`src/rtl/mem_port_arbiter_if.sv`:
```
// Requester and memory signals of the two-master single-port memory arbiter.
// slave: arbiter view; master: requesters plus memory (environment) view.
interface mem_port_arbiter_if #(
  parameter int AW = 8,
  parameter int DW = 8
);
  logic          if_req;
  logic [AW-1:0] if_addr;
  logic          if_gnt;
  logic          if_rvalid;
  logic [DW-1:0] if_rdata;

  logic          d_req;
  logic          d_we;
  logic [AW-1:0] d_addr;
  logic [DW-1:0] d_wdata;
  logic          d_gnt;
  logic          d_rvalid;
  logic [DW-1:0] d_rdata;

  logic          mem_en;
  logic          mem_we;
  logic [AW-1:0] mem_addr;
  logic [DW-1:0] mem_wdata;
  logic [DW-1:0] mem_rdata;

  modport slave (
    input  if_req, if_addr, d_req, d_we, d_addr, d_wdata, mem_rdata,
    output if_gnt, if_rvalid, if_rdata, d_gnt, d_rvalid, d_rdata,
           mem_en, mem_we, mem_addr, mem_wdata
  );

  modport master (
    output if_req, if_addr, d_req, d_we, d_addr, d_wdata, mem_rdata,
    input  if_gnt, if_rvalid, if_rdata, d_gnt, d_rvalid, d_rdata,
           mem_en, mem_we, mem_addr, mem_wdata
  );
endinterface

```
`src/rtl/mem_port_arbiter.sv`:
```
// Fetch/data arbiter for one single-port synchronous memory: data has priority,
// fetch is forced through after STARVE_MAX consecutive losses.
module mem_port_arbiter #(
  parameter int AW         = 8,
  parameter int DW         = 8,
  parameter int STARVE_MAX = 3
) (
  input  logic                clock,
  input  logic                reset,
  mem_port_arbiter_if.slave   bus
);

  localparam int SW = $clog2(STARVE_MAX + 2);

  typedef enum logic [1:0] {IDLE, ACCESS, RESP} state_t;

  state_t        state, state_nxt;
  logic          decide, fetch_win;
  logic          win_if, we_r;
  logic [AW-1:0] addr_r;
  logic [DW-1:0] wdata_r;
  logic [SW-1:0] starve_cnt;

  assign decide    = (state == IDLE || state == RESP) && (bus.if_req || bus.d_req);
  assign fetch_win = bus.if_req && (!bus.d_req || starve_cnt == SW'(STARVE_MAX));

  always_ff @(posedge clock or negedge reset) begin
    if (!reset) state <= IDLE;
    else        state <= state_nxt;
  end

  always_comb begin
    state_nxt = IDLE;
    case (state)
      IDLE, RESP: state_nxt = decide ? ACCESS : IDLE;
      ACCESS:     state_nxt = RESP;
      default:    state_nxt = IDLE;
    endcase
  end

  // Winner attributes are captured only at a decision, so requesters may drop
  // or change their inputs freely once the access is under way.
  always_ff @(posedge clock or negedge reset) begin
    if (!reset) begin
      win_if     <= 1'b0;
      we_r       <= 1'b0;
      addr_r     <= '0;
      wdata_r    <= '0;
      starve_cnt <= '0;
    end else if (decide) begin
      win_if  <= fetch_win;
      we_r    <= !fetch_win && bus.d_we;
      addr_r  <= fetch_win ? bus.if_addr : bus.d_addr;
      wdata_r <= fetch_win ? '0 : bus.d_wdata;
      if (fetch_win || !bus.if_req)
        starve_cnt <= '0;
      else if (starve_cnt != SW'(STARVE_MAX))
        starve_cnt <= starve_cnt + 1'b1;
    end
  end

  // Everything but read data is decoded from state and registered attributes.
  always_comb begin
    bus.mem_en    = 1'b0;
    bus.mem_we    = 1'b0;
    bus.mem_addr  = '0;
    bus.mem_wdata = '0;
    bus.if_gnt    = 1'b0;
    bus.d_gnt     = 1'b0;
    bus.if_rvalid = 1'b0;
    bus.d_rvalid  = 1'b0;
    bus.if_rdata  = '0;
    bus.d_rdata   = '0;
    case (state)
      ACCESS: begin
        bus.mem_en    = 1'b1;
        bus.mem_we    = we_r;
        bus.mem_addr  = addr_r;
        bus.mem_wdata = wdata_r;
        bus.if_gnt    = win_if;
        bus.d_gnt     = !win_if;
      end
      RESP: begin
        bus.if_rvalid = win_if;
        bus.d_rvalid  = !win_if;
        if (win_if)     bus.if_rdata = bus.mem_rdata;
        else if (!we_r) bus.d_rdata  = bus.mem_rdata;
      end
      default: ;
    endcase
  end

endmodule

```
`src/flat_wrapper.sv`:
```
// flat-port wrapper written by rule: the top's interface ports become plain ports
module mem_port_arbiter_flat 
#(
  parameter int AW         = 8,
  parameter int DW         = 8,
  parameter int STARVE_MAX = 3
)
  (clock, reset, bus_if_req, bus_if_addr, bus_d_req, bus_d_we, bus_d_addr, bus_d_wdata, bus_mem_rdata, bus_if_gnt, bus_if_rvalid, bus_if_rdata, bus_d_gnt, bus_d_rvalid, bus_d_rdata, bus_mem_en, bus_mem_we, bus_mem_addr, bus_mem_wdata);
  mem_port_arbiter_if #(.AW(AW), .DW(DW)) bus_i ();
  input  logic clock;
  input  logic reset;
  input wire logic [$bits(bus_i.if_req)-1:0] bus_if_req;
  input wire logic [$bits(bus_i.if_addr)-1:0] bus_if_addr;
  input wire logic [$bits(bus_i.d_req)-1:0] bus_d_req;
  input wire logic [$bits(bus_i.d_we)-1:0] bus_d_we;
  input wire logic [$bits(bus_i.d_addr)-1:0] bus_d_addr;
  input wire logic [$bits(bus_i.d_wdata)-1:0] bus_d_wdata;
  input wire logic [$bits(bus_i.mem_rdata)-1:0] bus_mem_rdata;
  output wire logic [$bits(bus_i.if_gnt)-1:0] bus_if_gnt;
  output wire logic [$bits(bus_i.if_rvalid)-1:0] bus_if_rvalid;
  output wire logic [$bits(bus_i.if_rdata)-1:0] bus_if_rdata;
  output wire logic [$bits(bus_i.d_gnt)-1:0] bus_d_gnt;
  output wire logic [$bits(bus_i.d_rvalid)-1:0] bus_d_rvalid;
  output wire logic [$bits(bus_i.d_rdata)-1:0] bus_d_rdata;
  output wire logic [$bits(bus_i.mem_en)-1:0] bus_mem_en;
  output wire logic [$bits(bus_i.mem_we)-1:0] bus_mem_we;
  output wire logic [$bits(bus_i.mem_addr)-1:0] bus_mem_addr;
  output wire logic [$bits(bus_i.mem_wdata)-1:0] bus_mem_wdata;
  assign bus_i.if_req = bus_if_req;
  assign bus_i.if_addr = bus_if_addr;
  assign bus_i.d_req = bus_d_req;
  assign bus_i.d_we = bus_d_we;
  assign bus_i.d_addr = bus_d_addr;
  assign bus_i.d_wdata = bus_d_wdata;
  assign bus_i.mem_rdata = bus_mem_rdata;
  assign bus_if_gnt = bus_i.if_gnt;
  assign bus_if_rvalid = bus_i.if_rvalid;
  assign bus_if_rdata = bus_i.if_rdata;
  assign bus_d_gnt = bus_i.d_gnt;
  assign bus_d_rvalid = bus_i.d_rvalid;
  assign bus_d_rdata = bus_i.d_rdata;
  assign bus_mem_en = bus_i.mem_en;
  assign bus_mem_we = bus_i.mem_we;
  assign bus_mem_addr = bus_i.mem_addr;
  assign bus_mem_wdata = bus_i.mem_wdata;
  mem_port_arbiter #(.AW(AW), .DW(DW), .STARVE_MAX(STARVE_MAX)) u_core (.clock(clock), .reset(reset), .bus(bus_i));
endmodule
```
`config.mk`:
```
export PLATFORM = sky130hd
export DESIGN_NAME = mem_port_arbiter_flat
export DESIGN_NICKNAME = d
export VERILOG_FILES = /design/src/rtl/mem_port_arbiter_if.sv /design/src/rtl/mem_port_arbiter.sv /design/src/flat_wrapper.sv
export SDC_FILE = /design/constraint.sdc
export NUM_CORES = 1
export LEC_CHECK = 0
export BUFFER_PORTS_ARGS = -buffer_cell sky130_fd_sc_hd__buf_2
export CORE_UTILIZATION = 25
export CTS_BUF_LIST = sky130_fd_sc_hd__clkbuf_8
export DETAILED_ROUTE_END_ITERATION = 7
export GPL_TIMING_DRIVEN = 0
export PLACE_DENSITY = 0.56
export RECOVER_POWER = 50
export SYNTH_ARGS = -nofsm -noshare
export SYNTH_HDL_FRONTEND = slang
export SYNTH_SLANG_ARGS = --single-unit
```
`constraint.sdc`:
```
create_clock -name clock -period 2 [get_ports clock]
set_input_delay 0.4 -clock clock [delete_from_list [all_inputs] [get_ports clock]]
set_output_delay 0.4 -clock clock [all_outputs]
set_load 0.02 [all_outputs]
```
==> results of run 1 <==
## placed cells by master (no fill, tap or decap)
master	Yosys	routed
clkbuf_8	0	3
and2_1	34	34
nor3b_2	0	1
dfrtp_2	0	1
nor2b_1	4	4
clkbuf_1	4	4
o22ai_1	1	1
o31ai_1	1	1
nor2_1	8	8
buf_2	2	72
and3b_1	1	1
buf_6	1	1
a21oi_1	8	8
dfrtp_1	23	22
and2b_1	1	1
a22o_1	9	9
nand2b_1	1	1
o21ai_0	8	9
nand2_1	3	3
o21ai_1	2	1
a21oi_2	1	1
buf_4	1	1
o21bai_1	1	1
or3_1	0	1
ha_1	2	2
clkbuf_2	0	3
inv_2	2	1
clkinv_2	0	1
inv_1	2	3
a31oi_1	8	8
## worst max path at each step
| stage | from | endpoint | slack, ns | depth (start not counted) |
|---|---|---|---|---|
| CTS | u_core.state[0] | bus_if_rdata[4] | 0.06 | 4 |
| finish | u_core.state[0] | bus_d_rdata[3] | 0.12 | 4 |
| floorplan | u_core.state[0] | bus_d_rdata[0] | 0.08 | 3 |
| detailed placement | u_core.starve_cnt[0] | u_core.wdata_r[7] | 0.23 | 6 |
| global route | u_core.state[0] | bus_d_rdata[2] | 0.007 | 4 |
| global placement | u_core.starve_cnt[0] | u_core.wdata_r[0] | 0.24 | 6 |
## what timing repair did
action	CTS	global route
setup endpoints to repair	20	33
setup buffers	0	0
hold endpoints to repair	0	0
hold buffers	0	0
resized for setup	3	1
## worst register-to-register path, delay by kind of cell, from the launching register on
family / cells / cell delay [ns]
AO/OA/AOI/OAI: 2 / 0.62
adder cells (fa/ha/maj): 2 / 0.40
buffers and inverters: 1 / 0.20
flip-flops: 1 / 0.41
AND/OR/NAND/NOR: 1 / 0.14
## routing by layer
metal	up-vias	track usage, %
li1	599	-
met1	554	17.0
met2	59	24.1
met3	2	2.08
met4	0	5.23
met5	-	0
## through the flow
stage          std cells  setup WS [ns]  hold WS, ns
2_1_floorplan        130         0.0814        0.104
3_3_place_gp         271          0.239        0.412
3_5_place_dp         271          0.232        0.413
4_1_cts              275         0.0635        0.116
5_1_grt              274        0.00687        0.348
6_report             274          0.117        0.353
## sequential cells by signal, summed over array words and instances (netlist names)
register / cells
u_core.state: 2
u_core.wdata_r: 8
u_core.win_if: 1
u_core.starve_cnt: 3
u_core.addr_r: 8
u_core.we_r: 1
## power groups by stage
| stage | logic, uW | clock network [uW] | registers [uW] |
|---|---|---|---|
| 5_1_grt | 474 | 320 | 602 |
| 2_1_floorplan | 280 | 0 | 584 |
| 6_report | 424 | 288 | 588 |
| 3_3_place_gp | 431 | 0 | 594 |
| 4_1_cts | 438 | 307 | 588 |
| 3_5_place_dp | 434 | 0 | 596 |
## cell type report
class / count / area share [%]
clock buffer: 3 / 2.39
tap: 67 / 4.86
clock inverter: 1 / 0.290
timing repair buffer: 74 / 21.2
inverter: 4 / 0.870
sequential: 23 / 33.4
multi-input combinational: 95 / 34.4
buffer: 7 / 2.47
## cells in the mapped netlist
cell | number | area (sq um)
buf_4 | 1 | 7.51
o31ai_1 | 1 | 7.51
a22o_1 | 9 | 78.8
inv_1 | 2 | 7.51
clkbuf_1 | 4 | 15.0
nand2_1 | 3 | 11.3
buf_2 | 2 | 10.0
ha_1 | 2 | 25.0
nor3b_1 | 1 | 7.51
o21bai_1 | 1 | 7.51
and2b_1 | 1 | 7.51
nor2_1 | 8 | 30.0
a31oi_1 | 8 | 50.1
and3b_1 | 1 | 8.76
dfrtp_1 | 23 | 576
nor2b_1 | 4 | 25.0
nand2b_1 | 1 | 6.26
o21ai_0 | 8 | 40.0
inv_2 | 2 | 7.51
and2_1 | 34 | 213
a21oi_1 | 8 | 40.0
o21ai_1 | 2 | 10.0
or3_4 | 1 | 11.3
a21oi_2 | 1 | 8.76
o22ai_1 | 1 | 6.26
buf_6 | 1 | 11.3
## cells by family after synthesis
kind of cell,share of synthesized area [%]
DFF,46.8
adders and majority gates,2.04
buffers and inverters,4.79
AOI/OAI and AO/OA,20.3
and+or+nand+nor,26.1
==> flow_metrics.py, run 1 <==
metrics = {
    "timing": {
        "rsz0062_at_grt": "no",
        "period_share_pct": 94.1,
        "setup-violations-final": 0,
        "fin_setup_tns_ns": 0,
        "min_period_ns": 1.88,
        "drv_slew": 0,
        "clock_skew_ns": 0.00592,
        "relSlewSlack_pct": 17.5,
        "hold_viol_final": 0,
        "fmax_mhz": 531,
        "tightest_slew_ns": 1.24,
    },
    "worst_setup_path": {
        "crit_required_ns": 1.60,
        "critPathCaptureType": "output port",
        "worstReg2RegStart": "u_core.starve_cnt[0]",
        "critPathTopFamily": "simple AND/OR/NAND/NOR gates",
        "r2r_slack_ns": 0.18,
        "worst-path-buf-inv": 1,
        "worstPathMaxFanout": 8,
        "critPathArrivalTime_ns": 1.48,
        "cp_cell_sequence": "nor3b_2 > and2b_1 > and2_1 > buf_2",
        "slowest_stage": "dfrtp_2",
        "cp-start-kind": "register",
        "reg2reg_to": "u_core.wdata_r[7]",
        "cp_slowest_stage_delay_ns": 0.46,
        "critPathKind": "register to output port",
        "worstRegToRegCells": 6,
    },
    "drt": {
        "dr_total_vias": 1214,
        "highest_layer": "met4",
        "vias_per_cell": 4.43,
        "dr_wl_met2_microns": 1660,
        "wirelength_microns": 3370,
        "drtPass1Iterations": 4,
        "antenna_left": 0,
        "wl_per_cell_microns": 12.3,
        "post-route-drc-count": 0,
        "drt_iter0_markers": 25,
        "m1WireLength_microns": 1430,
        "route.met3.wl_microns": 246,
    },
    "cts": {
        "cts.sinks": 23,
        "htree_levels": 1,
        "clk_path_buf_depth": 2,
        "cts-root-buf": "clkbuf_8",
        "cts_tree": "built",
        "clk_pin_slew_ns": 0.08,
        "clk_latency_ns": 0.26,
        "cts_inserted_buffers": 3,
    },
    "grt": {
        "grt_max_degree": 24,
        "track_usage_pct": 13.7,
        "antenna_found_initial": 0,
        "grt_overflow": 0,
        "grt_pass1_wl_microns": 5550,
        "grt_pass1_vias": 1210,
    },
    "synthesis": {
        "ys_types": 26,
        "yosysWarnings": 0,
        "syn_inst": 130,
        "ys_seq_area_share_pct": 46.8,
        "syn_area_per_cell_sq_um": 9.45,
        "synth_fp_nets": 169,
        "syn_area_sq_um": 1230,
        "ys_ff_latch": 23,
    },
    "die": {
        "die_w_microns": 72.1,
        "dieArea_sq_um": 5200,
        "fp.dieH_microns": 72.1,
        "row_count": 25,
        "core_area_sq_um": 4720,
        "start_util_pct": 26.0,
        "io_pins": 75,
    },
    "placed_design": {
        "place_congestion": 0.740,
        "io_buffers": 74,
        "dpl_cell_area_sq_um": 1680,
        "dp_hpwl_microns": 2550,
    },
    "flow_run": {
        "cap_viol_max_count": 0,
    },
    "finish": {
        "stdcell_area_sq_um": 1730,
        "post-route-util_pct": 36.5,
        "multi_input_area_sq_um": 594,
        "syn2layout_area_growth_pct": 40.4,
        "seqCellArea_sq_um": 577,
        "drive_above_1_share_pct": 41.1,
        "num-fill-cells": 499,
        "nets": 247,
        "diodes": 0,
    },
    "power_and_ir_drop": {
        "pwr-share-clk_pct": 22.2,
        "comb_power_share_pct": 32.6,
        "p_sw_share_pct": 34.0,
        "switching_power_uw": 442,
        "p_total_uw": 1300,
        "power_leakage_uw": 0.000923,
        "power_density_nw_per_um2": 754,
        "max-vdd-ir-drop_uv": 364,
        "p_int_uw": 858,
        "seq_power_share_pct": 45.2,
    },
    "min_path": {
        "min_to": "u_core.wdata_r[2]",
        "min_path_cells": 2,
        "hold_path_class": "primary input to register",
        "min_from": "bus_d_wdata[2]",
    },
    "outcome": {
        "outcome": "finished, final reports clean",
    },
}
Power figures use the tool's default switching activity.
==> inputs of run 2 (changes only) <==
--- a/config.mk
+++ b/config.mk
@@ -6,11 +6,12 @@
 export NUM_CORES = 1
 export LEC_CHECK = 0
 export BUFFER_PORTS_ARGS = -buffer_cell sky130_fd_sc_hd__buf_2
-export CORE_UTILIZATION = 25
+export CAP_MARGIN = 20
+export CORE_UTILIZATION = 42
 export CTS_BUF_LIST = sky130_fd_sc_hd__clkbuf_8
 export DETAILED_ROUTE_END_ITERATION = 7
 export GPL_TIMING_DRIVEN = 0
-export PLACE_DENSITY = 0.56
+export PLACE_DENSITY = 0.83
 export RECOVER_POWER = 50
 export SYNTH_ARGS = -nofsm -noshare
 export SYNTH_HDL_FRONTEND = slang
==> run 2 against run 1 <==
Compared with the run above:
- cell count decreased by 13%
- design area decreased by 2.3%
- non-clock buffer count increased by 1
- core utilization increased by 25 points
- power decreased by 0.24%
- critical path depth unchanged
- combinational power about the same
- worst setup slack got worse by 0.015 ns
- critical endpoint is now bus_if_rdata[0]
- highest routed layer unchanged
==> flow_metrics.py, run 2 (same netlist as run 1, synthesis figures left out) <==
metrics = {
    "timing": {
        "drv_slew": 0,
        "min_period_ns": 1.90,
        "setup-violations-final": 0,
        "period_share_pct": 94.9,
        "fmax_mhz": 527,
        "rsz0062_at_grt": "no",
        "finalWorstSetupSlack_ns": 0.103,
        "relSlewSlack_pct": 19.5,
        "hold_viol_final": 0,
        "clock_skew_ns": 0.00242,
        "fin_setup_tns_ns": 0,
        "tightest_slew_ns": 1.21,
    },
    "power_and_ir_drop": {
        "seq_power_share_pct": 45.3,
        "max-vdd-ir-drop_uv": 686,
        "power_leakage_uw": 0.000923,
        "p_int_uw": 859,
        "power_density_nw_per_um2": 770,
        "switching_power_uw": 438,
        "pwr-share-clk_pct": 22.1,
        "p_sw_share_pct": 33.8,
        "comb_power_share_pct": 32.5,
    },
    "finish": {
        "seqCellArea_sq_um": 577,
        "diodes": 0,
        "nets": 248,
        "num-fill-cells": 258,
        "syn2layout_area_growth_pct": 37.2,
        "drive_above_1_share_pct": 41.3,
        "largestRegisters": "u_core.addr_r (8), u_core.wdata_r (8), u_core.starve_cnt (3)",
        "multi_input_area_sq_um": 596,
        "final_cell_mix": "buf_2 (72), and2_1 (34), dfrtp_1 (22)",
        "final_common_cell": "buf_2",
    },
    "worst_setup_path": {
        "critPathKind": "register to output port",
        "cp_slowest_stage_delay_ns": 0.45,
        "crit_required_ns": 1.60,
        "critPathCaptureType": "output port",
        "slowest_stage": "dfrtp_2",
        "cp-start-kind": "register",
        "cp_cell_sequence": "and3b_1 > clkbuf_1 > and2_1 > buf_2",
        "critPathArrivalTime_ns": 1.50,
        "worstPathMaxFanout": 9,
        "critPathTopFamily": "flip-flops",
        "worst-path-buf-inv": 2,
    },
    "die": {
        "die_w_microns": 56.1,
        "io_pins": 75,
        "dieArea_sq_um": 3150,
        "row_count": 19,
        "core_area_sq_um": 2760,
        "fp.dieH_microns": 56.1,
        "start_util_pct": 44.6,
    },
    "placed_design": {
        "pre_cts_ws_ns": 0.270,
        "io_buffers": 74,
        "place_congestion": 0.743,
    },
    "grt": {
        "grt_max_degree": 24,
        "track_usage_pct": 20.2,
        "grt_overflow": 0,
        "antenna_found_initial": 0,
        "grt_pass1_vias": 1155,
        "grt_pass1_wl_microns": 4970,
    },
    "cts": {
        "htree_levels": 1,
        "cts_tree": "built",
        "cts_inserted_buffers": 3,
        "post_cts_buffers": 0,
        "clk_latency_ns": 0.26,
        "cts-root-buf": "clkbuf_8",
        "ctsResizeCount": 1,
        "clk_path_buf_depth": 2,
        "hold_buffers": 0,
        "cts.sinks": 23,
        "clk_pin_slew_ns": 0.08,
    },
    "drt": {
        "wirelength_microns": 3010,
        "antenna_left": 0,
        "dr_total_vias": 1234,
        "vias_per_cell": 5.16,
        "drt_iter0_markers": 48,
        "wl_per_cell_microns": 12.6,
        "drtPass1Iterations": 5,
        "post-route-drc-count": 0,
    },
    "flow_run": {
        "cap_viol_max_count": 0,
    },
    "min_path": {
        "hold_path_class": "primary input to register",
    },
    "outcome": {
        "outcome": "finished, final reports clean",
    },
}
run 2: cell type report:
| type | instances | share of cell area (%) |
|---|---|---|
| Clock buffer | 3 | 2.45 |
| Clock inverter | 1 | 0.297 |
| Timing Repair Buffer | 74 | 21.8 |
| Multi-Input combinational cell | 95 | 35.3 |
| Buffer | 8 | 2.75 |
| Tap cell | 31 | 2.30 |
| Sequential cell | 23 | 34.2 |
| Inverter | 4 | 0.891 |
run 2: worst paths after layout:
path | startpoint | slack (ns) | cells past startpoint | end
min in group asynchronous | reset | 0.36 | 1 | u_core.wdata_r[2]
hold reg to reg | u_core.state[1] | 0.48 | 1 | u_core.state[1]
setup / recovery | u_core.state[0] | 0.10 | 4 | bus_if_rdata[0]
setup reg to reg | u_core.starve_cnt[0] | 0.20 | 6 | u_core.wdata_r[2]
hold / removal | bus_d_wdata[1] | 0.35 | 2 | u_core.wdata_r[1]
max in group asynchronous | reset | 0.84 | 1 | u_core.state[0]
run 2: through the flow:
step	hold WS, ns	std cells	total power [uW]	instance area, sq um	utilization (%)
after floorplan	0.104	130	864	1230	-
final	0.346	239	1300	1690	61.1
after CTS	0.108	239	1310	1690	61.1
after global placement	0.395	235	1010	1640	59.4
after detailed placement	0.398	235	1020	1640	59.4
after global routing	0.341	239	1390	1690	61.1
run 2: layer usage:
layer  wire length (microns)  GRT usage (%)
met1                    1210           24.3
met2                    1460           35.7
met3                     302           4.65
met4                      41           6.27
met5                       0              0
run 2: power groups by stage:
| stage | Clock, uW | Combinational, uW | Sequential, uW |
|---|---|---|---|
| after floorplan | 0 | 280 | 584 |
| after global placement | 0 | 418 | 594 |
| after detailed placement | 0 | 422 | 597 |
| after CTS | 293 | 426 | 587 |
| after global routing | 318 | 468 | 601 |
| final | 287 | 422 | 588 |
==> inputs of run 3 (changes only) <==
--- a/config.mk
+++ b/config.mk
@@ -8,7 +8,6 @@
 export BUFFER_PORTS_ARGS = -buffer_cell sky130_fd_sc_hd__buf_2
 export CAP_MARGIN = 20
 export CORE_UTILIZATION = 42
-export CTS_BUF_LIST = sky130_fd_sc_hd__clkbuf_8
 export DETAILED_ROUTE_END_ITERATION = 7
 export GPL_TIMING_DRIVEN = 0
 export PLACE_DENSITY = 0.83
==> run 3 against run 2 <==
Compared with the run above:
- critical path depth stayed put
- wire length fell by 1.9%
- count of clock-buffer cells in the layout unchanged
- via count decreased by 1.8%
- sequential cell count unchanged
- non-clock buffer count is 1 higher
- register-to-register slack better by 0.02 ns
- combinational power rose by 1%
- die area is the same
- fmax grew 1.5%
- critical endpoint is now bus_d_rdata[3]
==> flow_metrics.py, run 3 (same netlist as run 1, synthesis figures left out) <==
metrics = {
    "drt": {
        "drt_iter0_markers": 51,
        "dr_total_vias": 1212,
        "post-route-drc-count": 0,
        "vias_per_cell": 5.05,
        "drtPass1Iterations": 4,
        "antenna_left": 0,
        "wl_per_cell_microns": 12.3,
        "wirelength_microns": 2960,
    },
    "timing": {
        "rsz0062_at_grt": "no",
        "relSlewSlack_pct": 21.2,
        "tightest_slew_ns": 1.18,
        "fin_setup_tns_ns": 0,
        "hold_viol_final": 0,
        "fmax_mhz": 535,
        "min_period_ns": 1.87,
        "setup-violations-final": 0,
        "hold_ws_ns": 0.277,
        "finalWorstSetupSlack_ns": 0.131,
        "period_share_pct": 93.4,
        "clock_skew_ns": 0.00913,
        "drv_slew": 0,
    },
    "cts": {
        "htree_levels": 1,
        "cts.sinks": 23,
        "clk_latency_ns": 0.32,
        "clk_pin_slew_ns": 0.13,
        "cts_inserted_buffers": 3,
        "cts-root-buf": "clkbuf_4",
        "cts_tree": "built",
        "clk_path_buf_depth": 2,
    },
    "die": {
        "row_count": 19,
        "die_w_microns": 56.1,
        "core_area_sq_um": 2760,
        "dieArea_sq_um": 3150,
        "start_util_pct": 44.6,
        "fp.dieH_microns": 56.1,
        "io_pins": 75,
    },
    "grt": {
        "track_usage_pct": 20.0,
        "grt_pass1_wl_microns": 4930,
        "grt_max_degree": 24,
        "antenna_found_initial": 0,
        "grt_pass1_vias": 1145,
        "grt_overflow": 0,
    },
    "worst_setup_path": {
        "critPathKind": "register to output port",
        "cp-start-kind": "register",
        "crit_required_ns": 1.60,
        "critPathArrivalTime_ns": 1.47,
        "worstReg2RegStart": "u_core.starve_cnt[0]",
        "crit_start": "u_core.win_if",
        "worstPathMaxFanout": 8,
        "critPathCaptureType": "output port",
    },
    "placed_design": {
        "io_buffers": 74,
        "pre_cts_ws_ns": 0.270,
        "place_congestion": 0.743,
        "placed_cells": 235,
    },
    "finish": {
        "nets": 249,
        "final_cell_count_no_fill": 240,
        "final_common_cell": "buf_2",
        "final_cell_mix": "buf_2 (73), and2_1 (34), dfrtp_1 (21)",
        "syn2layout_area_growth_pct": 36.4,
        "drive_above_1_share_pct": 42.1,
        "diodes": 0,
        "largestRegisters": "u_core.addr_r (8), u_core.wdata_r (8), u_core.starve_cnt (3)",
    },
    "power_and_ir_drop": {
        "p_total_uw": 1240,
        "max-vdd-ir-drop_uv": 523,
        "power_leakage_uw": 0.000919,
        "power_density_nw_per_um2": 737,
    },
    "min_path": {
        "hold_path_class": "primary input to async pin",
    },
    "outcome": {
        "outcome": "finished, final reports clean",
    },
    "flow_run": {
        "cap_viol_max_count": 0,
    },
}
==> run 3: timing repair <==
action / CTS / global route
hold buffers: 0 / 0
hold endpoints to repair: 0 / 0
endpoints found under the setup margin: 16 / 35
buffers inserted: 0 / 2
gates resized for setup: 3 / 4
pin swaps: 0 / 0
==> run 3: area by class of cell <==
class                           instances  area, sq um
Fill cell                             259         1080
Buffer                                  7         42.5
Clock buffer                            3         22.5
Inverter                                4         15.0
Clock inverter                          1         5.00
Sequential cell                        23          578
Tap cell                               31         38.8
Timing Repair Buffer                   76          378
Multi-Input combinational cell         95          596
==> run 3: power by group <==
group	internal, uW	switching [uW]
clock network	75.0	147
registers	544	42.2
logic	181	247
total	800	436
==> run 3: per-stage QoR <==
step | instance area (sq um) | utilization (%)
3_3_place_gp | 1640 | 59.4
6_report | 1680 | 60.8
3_5_place_dp | 1640 | 59.4
2_1_floorplan | 1230 | -
5_1_grt | 1680 | 60.8
4_1_cts | 1670 | 60.5
==> run 3: path summary, 6_finish.rpt <==
path / to / slack (ns) / cells after the start
hold / removal: u_core.wdata_r[1] / 0.28 / 1
min in group clock: u_core.wdata_r[1] / 0.28 / 2
setup / recovery: bus_d_rdata[3] / 0.13 / 4
setup reg to reg: u_core.wdata_r[2] / 0.22 / 6
max in group asynchronous: u_core.state[0] / 0.93 / 1
hold reg to reg: u_core.state[1] / 0.49 / 1
==> run 3: routing by layer <==
layer	share of wire [%]	vias up	GRT usage [%]
met5	0	-	0
li1	-	603	-
met2	48	68	35.4
met3	10	3	4.65
met1	41	538	24.1
met4	0.95	0	6.27
==> run 3: worst max-delay path, cell delays in order, from the launching register on <==
cell and delay (ns):
dfrtp_2 0.46, nor3b_2 0.18, and2b_2 0.22, and2_1 0.13, buf_2 0.15
